===== config.mk =====
export PLATFORM = sky130hd
export DESIGN_NAME = pixel_packer
export DESIGN_NICKNAME = d
export VERILOG_FILES = /design/src/rtl/pixel_pkg.sv /design/src/rtl/frame_pixel_counter.sv /design/src/rtl/pixel_packer.sv
export SDC_FILE = /design/constraint.sdc
export NUM_CORES = 1
export LEC_CHECK = 0
export BUFFER_PORTS_ARGS = -buffer_cell sky130_fd_sc_hd__buf_2
export CAP_MARGIN = 5
export CORE_MARGIN = 8
export CORE_UTILIZATION = 30
export DETAILED_ROUTE_END_ITERATION = 8
export SYNTH_ARGS = -nofsm -noshare
export SYNTH_HDL_FRONTEND = slang
export SYNTH_HIERARCHICAL = 1
export SYNTH_SLANG_ARGS = --single-unit

===== constraint.sdc =====
create_clock -name clk -period 2.98 [get_ports clk]
set_input_delay 0.596 -clock clk [delete_from_list [all_inputs] [get_ports clk]]
set_output_delay 0.596 -clock clk [all_outputs]
set_load 0.01 [all_outputs]

===== src/rtl/pixel_pkg.sv =====
// rtl/pixel_pkg.sv - shared types and frame geometry for the pixel packing stages
package pixel_pkg;

  typedef enum logic {
    FILL = 1'b0,
    SEND = 1'b1
  } packer_state_t;

  localparam int IMAGE_WIDTH_DEF  = 720;
  localparam int IMAGE_HEIGHT_DEF = 540;
  localparam int FRAME_PIXELS     = IMAGE_WIDTH_DEF * IMAGE_HEIGHT_DEF;

  // Counter width for a 0..n-1 range; never zero so single-value ranges stay legal.
  function automatic int cnt_width(input int n);
    return (n > 1) ? $clog2(n) : 1;
  endfunction

endpackage


===== src/rtl/frame_pixel_counter.sv =====
// rtl/frame_pixel_counter.sv - wrapping per-frame pixel position with last-pixel flag
module frame_pixel_counter
  import pixel_pkg::*;
#(
  parameter int NUM_PIXELS = FRAME_PIXELS,
  parameter int CNT_W      = cnt_width(NUM_PIXELS)
) (
  input  logic clk,
  input  logic rst,
  input  logic inc,
  output logic is_last
);

  logic [CNT_W-1:0] pix_cnt;

  assign is_last = (pix_cnt == CNT_W'(NUM_PIXELS - 1));

  // Advance one position per consumed pixel, wrapping after the final pixel of the frame.
  always_ff @(posedge clk or posedge rst) begin
    if (rst) begin
      pix_cnt <= '0;
    end else if (inc) begin
      pix_cnt <= is_last ? '0 : pix_cnt + CNT_W'(1);
    end
  end

endmodule


===== src/rtl/pixel_packer.sv =====
// rtl/pixel_packer.sv - packs pixel FIFO output into wide words with end-of-frame tagging
module pixel_packer
  import pixel_pkg::*;
#(
  parameter int DATA_WIDTH      = 8,
  parameter int PIXELS_PER_WORD = 4,
  parameter int IMAGE_WIDTH     = IMAGE_WIDTH_DEF,
  parameter int IMAGE_HEIGHT    = IMAGE_HEIGHT_DEF
) (
  input  logic                                  clk,
  input  logic                                  rst,
  input  logic                                  input_empty,
  input  logic [DATA_WIDTH-1:0]                 pixel_in,
  output logic                                  read_fifo,
  input  logic                                  output_full,
  output logic                                  write_fifo,
  output logic [DATA_WIDTH*PIXELS_PER_WORD-1:0] word_out,
  output logic                                  word_last,
  output logic                                  frame_done
);

  localparam int WORD_W     = DATA_WIDTH * PIXELS_PER_WORD;
  localparam int NUM_PIXELS = IMAGE_WIDTH * IMAGE_HEIGHT;
  localparam int LANE_W     = cnt_width(PIXELS_PER_WORD);
  localparam logic [LANE_W-1:0] LAST_LANE = LANE_W'(PIXELS_PER_WORD - 1);

  packer_state_t     state;
  logic [LANE_W-1:0] lane_cnt;
  logic              pix_last;
  logic              word_done;
  logic [WORD_W-1:0] word_nxt;

  frame_pixel_counter #(
    .NUM_PIXELS (NUM_PIXELS)
  ) u_frame_pixel_counter (
    .clk     (clk),
    .rst     (rst),
    .inc     (read_fifo),
    .is_last (pix_last)
  );

  // Pop whenever a pixel is waiting and there is room: in FILL always, in SEND only
  // alongside the push so a completed word never costs a pop bubble.
  always_comb begin
    read_fifo  = 1'b0;
    write_fifo = 1'b0;
    if (!rst) begin
      write_fifo = (state == SEND) && !output_full;
      read_fifo  = !input_empty && ((state == FILL) || !output_full);
    end
  end

  // lane_cnt is always 0 in SEND, so the popped pixel lands in lane 0 there.
  assign word_done = (lane_cnt == LAST_LANE) || pix_last;

  // Merge the incoming pixel into its lane; starting a new word clears the stale lanes.
  always_comb begin
    word_nxt = (lane_cnt == '0) ? '0 : word_out;
    word_nxt[DATA_WIDTH*int'(lane_cnt) +: DATA_WIDTH] = pixel_in;
  end

  // Fill/send sequencing with registered word, tag and frame pulse.
  always_ff @(posedge clk or posedge rst) begin
    if (rst) begin
      state      <= FILL;
      lane_cnt   <= '0;
      word_out   <= '0;
      word_last  <= 1'b0;
      frame_done <= 1'b0;
    end else begin
      frame_done <= write_fifo && word_last;
      if (read_fifo) begin
        word_out  <= word_nxt;
        word_last <= pix_last;
        if (word_done) begin
          lane_cnt <= '0;
          state    <= SEND;
        end else begin
          lane_cnt <= lane_cnt + LANE_W'(1);
          state    <= FILL;
        end
      end else if (write_fifo) begin
        lane_cnt  <= '0;
        word_last <= 1'b0;
        state     <= FILL;
      end
    end
  end

endmodule


==> results.tsv, run 1 <==
stage	metric	value	unit
logic_synthesis	ys_top_cells_by_area	dfrtp_1, mux2i_1, nand2_1	
sta	fin_setup_tns	0	ns
critical_path	end_kind	flip-flop	
power_and_ir_drop	pwr-share-clk	0.246	
logic_synthesis	yosysSeqAreaShare	0.506	
finish	syn_to_final_growth	17.0	%
drt	first_iter_violations	93	
critical_path	crit_type	flip-flop to flip-flop	
logic_synthesis	yosysTopAreaCell	dfrtp_1	
sta	min_period	2.01	ns
sta	rsz0062_at_grt	no	
die	coreArea	9110	sq um
sta	final-setup-viol-count	0	
critical_path	crit_chain	ha_1 > nand4_2 > nor4_2 > nor2_1 > a32o_1	
status	status	completed	
power_and_ir_drop	power_frac_seq	0.480	
power_and_ir_drop	switching_share	0.342	
die	dieHeight	112	um
critical_path	worst_setup_path_start_kind	flip-flop	
clock_network	cts_sinks	56	
critical_path	crit_family	simple AND/OR/NAND/NOR gates	
finish	final_cell_mix	dfrtp_1, buf_2, nand2_1	
logic_synthesis	synth_top_area_frac	0.506	
logic_synthesis	yosysWarnings	6	
power_and_ir_drop	pwr-share-comb	0.275	
clock_network	holdBufCountCts	0	
critical_path	rr_endpoint	lane_cnt[1]	
place	dpl_worst_slack	0.800	ns
critical_path	r2r_start	u_frame_pixel_counter/pix_cnt[0]	
clock_network	insertion_delay	0.31	ns
drt	ant_nets	0	
power_and_ir_drop	switchingPower	0.712	mW
die	ioPinCount	48	
power_and_ir_drop	leakage	1.48	nW
critical_path	crit_buf_inv	0	
finish	n_antenna_cell	0	
logic_synthesis	yosysUniqueCellTypes	44	
grt	grt_util_all_layers	0.108	
critical_path	r2r_slack	0.97	ns
drt	vias_per_cell	4.78	
logic_synthesis	synth_edf_count	0	
logic_synthesis	async_reset_ff_frac	1.00	
clock_network	cts.repair.resized	0	
run	drv_cap	0	
drt	totalWireLength	6480	um
place	place_congestion	0.758	
drt	num_vias	2083	
place	io_buffers	47	
drt	wl_per_cell	14.9	um
finish	final_common_cell	dfrtp_1	
sta	setup_ws	0.970	ns
die	dieArea	12600	sq um
sta	relSlewSlack	0.504	
finish	fin_nets	342	
clock_network	clk_path_buf_depth	2	
die	rows	35	
sta	drv_slew	0	
power_and_ir_drop	peakVddDrop	0.240	mV
logic_synthesis	syn_area_per_cell	10.1	sq um
critical_path	cp.required	3.19	ns
critical_path	max_stage_delay	0.56	ns
critical_path	rr_worst_depth	5	
drt	firstDrtPassIters	4	
finish	drive_gt1_frac	0.215	
die	initial_utilization	0.304	
grt	grt_start_max_net_pins	22	
logic_synthesis	syn_area	2770	sq um
clock_network	cts_tree	done	
logic_synthesis	synth_nets	292	
sta	fmax	498	MHz
grt	grt_pass1_wl	11000	um
sta	tightestPinTransition	0.743	ns
critical_path	cp_max_fo	8	
power_and_ir_drop	p_int	1.37	mW
grt	overflow	0	
grt	antenna_found_initial	1	
place	place_hpwl	4840	um
logic_synthesis	synthCells	274	
critical_path	arrival	2.22	ns
die	die_w	112	um
min_path	holdCritPathClass	input port to asynchronous set/reset pin	
sta	hold_viol_final	0	
clock_network	cts.clk_slew.worst_paths	0.11	ns
critical_path	critPathSlowestCell	nor4_2	
logic_synthesis	synth_flop_cell	dfrtp_1	
drt	drc	0	
clock_network	cts_made_buffers	5	
logic_synthesis	synth-seq-cells	56	
clock_network	cts_setup_buffers	0	
clock_network	cts_root_buf	clkbuf_8	
clock_network	cts_max_level	2	
grt	grt_pass1_vias	2151	
sta	finClkSkew	0.00858	ns
power_and_ir_drop	powerDensity	643	nW/um^2
sta	fin_crit_sh	0.674	
==> power groups by stage <==
stage	combinational [mW]	clock, mW	sequential (mW)
after floorplan	0.364	0	1.03
after global placement	0.569	0	1.01
after detailed placement	0.579	0	1.01
after CTS	0.583	0.532	1.00
after global routing	0.651	0.554	1.02
final	0.572	0.511	0.999
==> state kept, by name, indices dropped and copies added, names as in the netlist <==
signal	cells
word_out	32
u_frame_pixel_counter/pix_cnt	19
lane_cnt	2
frame_done	1
state	1
word_last	1
==> stage by stage <==
| stage | power (mW) | instance area [sq um] | utilization | std cells | hold WS, ns |
|---|---|---|---|---|---|
| 2_1_floorplan | 1.40 | 2770 | - | 274 | 0.497 |
| 3_5_place_dp | 1.59 | 3130 | 0.343 | 428 | 0.465 |
| 6_report | 2.08 | 3240 | 0.356 | 436 | 0.397 |
| 5_1_grt | 2.23 | 3240 | 0.356 | 436 | 0.458 |
| 4_1_cts | 2.12 | 3240 | 0.356 | 436 | 0.428 |
| 3_3_place_gp | 1.58 | 3130 | 0.343 | 428 | 0.456 |
==> layer usage <==
layer	track usage	wire [um]
met5	0	13
met4	0.0279	70
met3	0.0311	352
met2	0.172	2970
met1	0.140	3070
==> Yosys cell counts, types with 2 or more instances <==
cell type and instances:
o21a_1 2, inv_1 30, nor4_1 4, xnor2_1 13
buf_1 2, nor2_1 13, buf_2 2, nand4_2 3
mux2i_1 17, o21ai_0 20, dfrtp_1 56, clkbuf_1 2
o21ai_1 2, ha_1 6, nand4_1 15, nand2b_1 2
a21oi_1 2, buf_6 2, nand3_1 2, nand2_1 43
nor3_1 8, nor4bb_1 4, nor4_2 3
==> cells by family after synthesis <==
group / Yosys count / synth area share
xor+xnor: 14 / 0.0443
simple gates: 109 / 0.225
mux: 17 / 0.0615
compound gates: 32 / 0.0732
buf+inv: 40 / 0.0624
fa+ha+maj: 6 / 0.0271
flops: 56 / 0.506
==> worst register-to-register path, stage by stage (launching register included) <==
cell	delay (ns)
dfrtp_1	0.44
ha_1	0.24
nand4_2	0.29
nor4_2	0.56
nor2_1	0.12
a32o_1	0.27
==> worst max path at each step <==
stage | startpoint | endpoint | slack [ns] | cells after the start
floorplan | input_empty | u_frame_pixel_counter/pix_cnt[18] | 0.96 | 6
global placement | output_full | u_frame_pixel_counter/pix_cnt[13] | 0.89 | 6
detailed placement | output_full | u_frame_pixel_counter/pix_cnt[10] | 0.80 | 6
CTS | u_frame_pixel_counter/pix_cnt[0] | lane_cnt[1] | 0.98 | 5
global route | u_frame_pixel_counter/pix_cnt[0] | lane_cnt[1] | 0.78 | 5
finish | u_frame_pixel_counter/pix_cnt[0] | lane_cnt[1] | 0.97 | 5
==> cell type report <==
cell class                 instances  area, sq um
clock buffer                       6         72.6
clock inverter                     2         38.8
fill                             930         5870
inverter                          30          113
multi-input combinational        178         1190
sequential                        56         1400
tap                              111          139
timing repair buffer              53          280
Power figures use the tool's default switching activity.
==> run 2: changes to the inputs <==
clock period = 1.7 ns   (was 2.98 ns; I/O delays follow)
==> run 2 against run 1 <==
  * Register-to-register slack lost 0.92 ns
  * Highest routed layer is now met4
  * Largest cell class unchanged
  * Sequential cell count is the same
  * Critical path type unchanged
  * Sequential power grew 74%
  * Global-route usage grew 0.48 points
  * Sequential share of layout area shrank 5.0 points
  * Critical path depth grew 1
==> results.tsv, run 2 (synthesis gave the netlist of run 1 again) <==
stage	metric	value	unit
drt	wl_per_cell	14.6	um
sta	hold_viol_final	0	
drt	vias_per_cell	4.76	
drt	drc	0	
critical_path	max_stage_delay	0.45	ns
die	initial_utilization	0.304	
grt	grt_pass1_wl	11700	um
finish	largest_register_ff_count	32	
drt	ant_nets	0	
run	drv_cap	0	
sta	final-setup-viol-count	0	
place	dpl_worst_slack	-0.102	ns
die	ioPinCount	48	
critical_path	end_kind	flip-flop	
critical_path	cp_max_fo	5	
die	die_w	112	um
critical_path	r2r_slack	0.05	ns
grt	grt_pass1_vias	2345	
clock_network	cts_made_buffers	5	
finish	final_cell_mix	dfrtp_1, buf_2, nand2_1	
clock_network	insertion_delay	0.31	ns
drt	first_iter_violations	68	
power_and_ir_drop	peakVddDrop	0.394	mV
sta	tightestPinTransition	0.479	ns
clock_network	cts_max_level	2	
power_and_ir_drop	powerDensity	1040	nW/um^2
power_and_ir_drop	leakage	1.70	nW
critical_path	arrival	1.85	ns
clock_network	cts_sinks	56	
drt	firstDrtPassIters	4	
critical_path	crit_family	simple AND/OR/NAND/NOR gates	
clock_network	clk_path_buf_depth	2	
die	coreArea	9110	sq um
die	dieHeight	112	um
finish	largest-register	word_out	
sta	setup_ws	0.0453	ns
critical_path	crit_type	flip-flop to flip-flop	
critical_path	worst_setup_path_start_kind	flip-flop	
clock_network	holdBufCountCts	0	
die	dieArea	12600	sq um
finish	syn_to_final_growth	32.6	%
min_path	holdCritPathClass	input port to asynchronous set/reset pin	
critical_path	critPathSlowestCell	dfrtp_2	
sta	drv_slew	0	
grt	grt_start_max_net_pins	38	
die	rows	35	
finish	top_regs	word_out (32), u_frame_pixel_counter/pix_cnt (19), lane_cnt (2)	
finish	fin_nets	380	
place	place_hpwl	4960	um
power_and_ir_drop	power	3.81	mW
grt	grt_util_all_layers	0.113	
sta	rsz0062_at_grt	yes	
drt	totalWireLength	6920	um
place	place_congestion	0.813	
clock_network	cts.clk_slew.worst_paths	0.11	ns
grt	antenna_found_initial	0	
finish	drive_gt1_frac	0.353	
clock_network	cts_root_buf	clkbuf_8	
sta	finClkSkew	0.0118	ns
finish	n_antenna_cell	0	
clock_network	cts_tree	done	
sta	min_period	1.65	ns
drt	num_vias	2257	
place	io_buffers	47	
critical_path	crit_buf_inv	1	
critical_path	cp.required	1.90	ns
sta	relSlewSlack	0.681	
sta	fin_crit_sh	0.973	
critical_path	crit_chain	a211oi_4 > buf_6 > nand4_4 > nor4_2 > xnor2_1 > nor2_1	
status	status	completed	
grt	overflow	0	
finish	final_common_cell	dfrtp_1	
sta	fmax	604	MHz
## run 2: what timing repair did
action                                  4_1_cts  5_1_grt
endpoints found under the setup margin       15       37
pin swaps                                     6        6
resized for setup                             6       22
setup buffers                                 6        2
cloned                                        1        0
## run 2: where the power goes
group / internal, mW / total [mW] / switching (mW) / leakage, nW
sequential: 1.55 / 1.74 / 0.189 / 0.757
clock: 0.294 / 0.755 / 0.461 / 0.0445
combinational: 0.620 / 1.32 / 0.702 / 0.902
## run 2: metal layers
layer  vias up  routed length [um]  track usage  share of wire
met1      1094                3150        0.142           0.46
met3         2                 443       0.0333          0.064
met5         -                   0            0              0
li1       1110                   -            -              -
met2        51                3290        0.186           0.48
met4         0                  37       0.0270         0.0053
## run 2: through the flow
stage	utilization	std cells	setup TNS [ns]	instance area, sq um	hold WS [ns]
after CTS	0.390	473	-0.286	3550	0.202
after floorplan	-	274	-0.670	2770	0.291
final	0.403	474	0	3670	0.205
after global placement	0.371	458	-0.373	3380	0.457
after global routing	0.403	474	-0.678	3670	0.217
after detailed placement	0.371	458	-0.868	3380	0.465
## run 2: cell type report
| cell class | count | area (sq um) |
|---|---|---|
| fill | 931 | 5440 |
| sequential | 56 | 1400 |
| multi-input combinational | 179 | 1330 |
| timing repair buffer | 90 | 601 |
| tap | 111 | 139 |
| inverter | 30 | 113 |
| clock buffer | 5 | 68.8 |
| clock inverter | 3 | 21.3 |
## run 2: final timing paths
path	from	endpoint	cells after the start
worst max register to register	state	u_frame_pixel_counter/pix_cnt[16]	6
worst max-delay path	state	u_frame_pixel_counter/pix_cnt[16]	6
min in group clk	pixel_in[0]	word_out[24]	3
worst min register to register	word_out[31]	word_out[31]	2
worst min-delay path	rst	u_frame_pixel_counter/pix_cnt[2]	4
max in group asynchronous	rst	state	4
## run 2: worst min-delay path: stages
cell,delay (ns)
buf_2,0.12
buf_4,0.14
inv_1,0.05
buf_4,0.26
==> run 3: changes to the inputs <==
CORE_UTILIZATION = 50   (was 30)
PLACE_DENSITY = 0.75   (was not set)
SETUP_SLACK_MARGIN = 0.05   (was not set)
==> run 3 against run 2 <==
  * The flow now finishes with violations (setup timing)
  * Non-clock buffer count up 5
  * Clock skew is 0.0063 ns higher
  * Global-route usage is 5.6 points higher
  * Die area down 35%
  * Routed wire length rose by 15%
  * Largest cell class is now multi-input gates
  * First-iteration DRC count is 96% higher
  * Total power is 6.0% higher
  * Setup slack worse by 0.070 ns
  * Sequential share of layout area shrank 1.6 points
  * Cell area increased by 4.5%
  * Critical path depth is 1 higher
==> results.tsv, run 3 (synthesis gave the netlist of run 1 again) <==
stage	metric	value	unit
finish	num-fill-cells	388	
status	violations	setup timing	
drt	vias_per_cell	5.58	
die	rows	27	
finish	final_cell_mix	dfrtp_1, buf_2, nand2_1, buf_4, inv_1	
finish	final_common_cell	dfrtp_1	
drt	ant_nets	0	
critical_path	end_kind	flip-flop	
power_and_ir_drop	power	4.04	mW
drt	wl_per_cell	18.1	um
sta	drv_slew	0	
grt	grt_start_max_net_pins	38	
sta	relSlewSlack	0.696	
finish	largest_register_ff_count	32	
grt	grt_pass1_wl	11500	um
clock_network	cts.clk_slew.worst_paths	0.11	ns
place	dpl_cell_area	3330	sq um
drt	totalWireLength	7980	um
place	place_hpwl	4660	um
run	drv_cap	0	
die	dieArea	8170	sq um
finish	fin_nets	385	
clock_network	cts_sinks	56	
finish	regArea	1410	sq um
place	dpl_worst_slack	-0.0978	ns
clock_network	cts_root_buf	clkbuf_8	
sta	min_period	1.72	ns
grt	grt_util_all_layers	0.169	
die	coreArea	5440	sq um
finish	drive_gt1_frac	0.391	
sta	tightestPinTransition	0.457	ns
clock_network	insertion_delay	0.32	ns
place	io_buffers	47	
clock_network	cts_made_buffers	5	
sta	fmax	580	MHz
drt	first_iter_violations	133	
grt	overflow	0	
critical_path	cp.required	1.90	ns
critical_path	worst_setup_path_start_kind	flip-flop	
finish	fin_cells	440	
finish	final_area	3830	sq um
sta	hold_viol_final	0	
sta	fin_crit_sh	1.01	
critical_path	arrival	1.93	ns
min_path	holdCritPathClass	input port to asynchronous set/reset pin	
power_and_ir_drop	leakage	1.84	nW
drt	drc	0	
critical_path	crit_type	flip-flop to flip-flop	
status	status	finished with violations	
power_and_ir_drop	peakVddDrop	0.642	mV
finish	syn_to_final_growth	38.5	%
place	place_congestion	0.832	
clock_network	clk_path_buf_depth	2	
place	dp_cells	414	
critical_path	cp_max_fo	8	
power_and_ir_drop	powerDensity	1050	nW/um^2
finish	largest-register	word_out	
sta	final-setup-viol-count	2	
drt	num_vias	2454	
die	die_w	90.4	um
grt	antenna_found_initial	0	
sta	worst_hold_slack	0.224	ns
clock_network	cts_tree	done	
die	dieHeight	90.4	um
drt	firstDrtPassIters	5	
die	initial_utilization	0.509	
finish	final_core_util	0.705	
grt	grt_pass1_vias	2383	
sta	rsz0062_at_grt	yes	
finish	multi_input_area	1480	sq um
finish	top_regs	word_out (32), u_frame_pixel_counter/pix_cnt (19), lane_cnt (2)	
sta	finClkSkew	0.0180	ns
sta	setup_ws	-0.0244	ns
die	ioPinCount	48	
sta	fin_setup_tns	-0.0348	ns
clock_network	cts_max_level	2	
finish	n_antenna_cell	0	
run 3: changes by cell type in the layout (fill, tap and decap cells not counted), moves of 4 or more:
cell / previous run / this run
o21ai_0: 20 / 14
nand4_2: 4 / 0
nor4_2: 4 / 0
nor4_4: 4 / 8
o21ai_1: 2 / 6
run 3: power by group:
group / total [mW] / switching, mW / internal, mW / leakage (nW)
registers: 1.76 / 0.214 / 1.54 / 0.754
clock network: 0.774 / 0.472 / 0.302 / 0.0452
logic: 1.51 / 0.821 / 0.687 / 1.04
total: 4.04 / 1.51 / 2.53 / 1.84
run 3: cell type report:
class	instances	share of cell area
multi-input combinational	179	0.385
tap	72	0.0235
clock buffer	5	0.0179
clock inverter	3	0.00653
sequential	56	0.367
inverter	30	0.0294
timing repair buffer	95	0.171
run 3: final timing paths:
path | startpoint | to | slack (ns) | depth (start not counted)
setup / recovery | state | u_frame_pixel_counter/pix_cnt[18] | -0.02 | 7
hold / removal | rst | u_frame_pixel_counter/pix_cnt[2] | 0.22 | 4
setup reg to reg | state | u_frame_pixel_counter/pix_cnt[18] | -0.02 | 7
hold reg to reg | word_out[24] | word_out[24] | 0.49 | 2
max in group asynchronous | rst | word_out[25] | 1.05 | 4
min in group clk | pixel_in[5] | word_out[13] | 0.29 | 3
run 3: what timing repair did:
item / in CTS / in global routing
endpoints found under the setup margin: 39 / 50
hold buffers: 0 / 0
cloned: 1 / 1
buffers inserted: 6 / 11
pin swaps: 6 / 29
resized for setup: 13 / 44
endpoints found under the hold margin: 0 / 0
run 3: worst max-delay path: stages, from the launching register on:
cell and delay (ns):
dfrtp_1 0.43, a211oi_4 0.27, buf_6 0.16, nand4_4 0.08, buf_12 0.18, nor4_4 0.15, mux2i_1 0.26, nor3_1 0.07
run 3: layer usage:
metal	track usage	wire (um)
met5	0	0
met4	0.0610	161
met3	0.0540	712
met2	0.281	3850
met1	0.198	3250
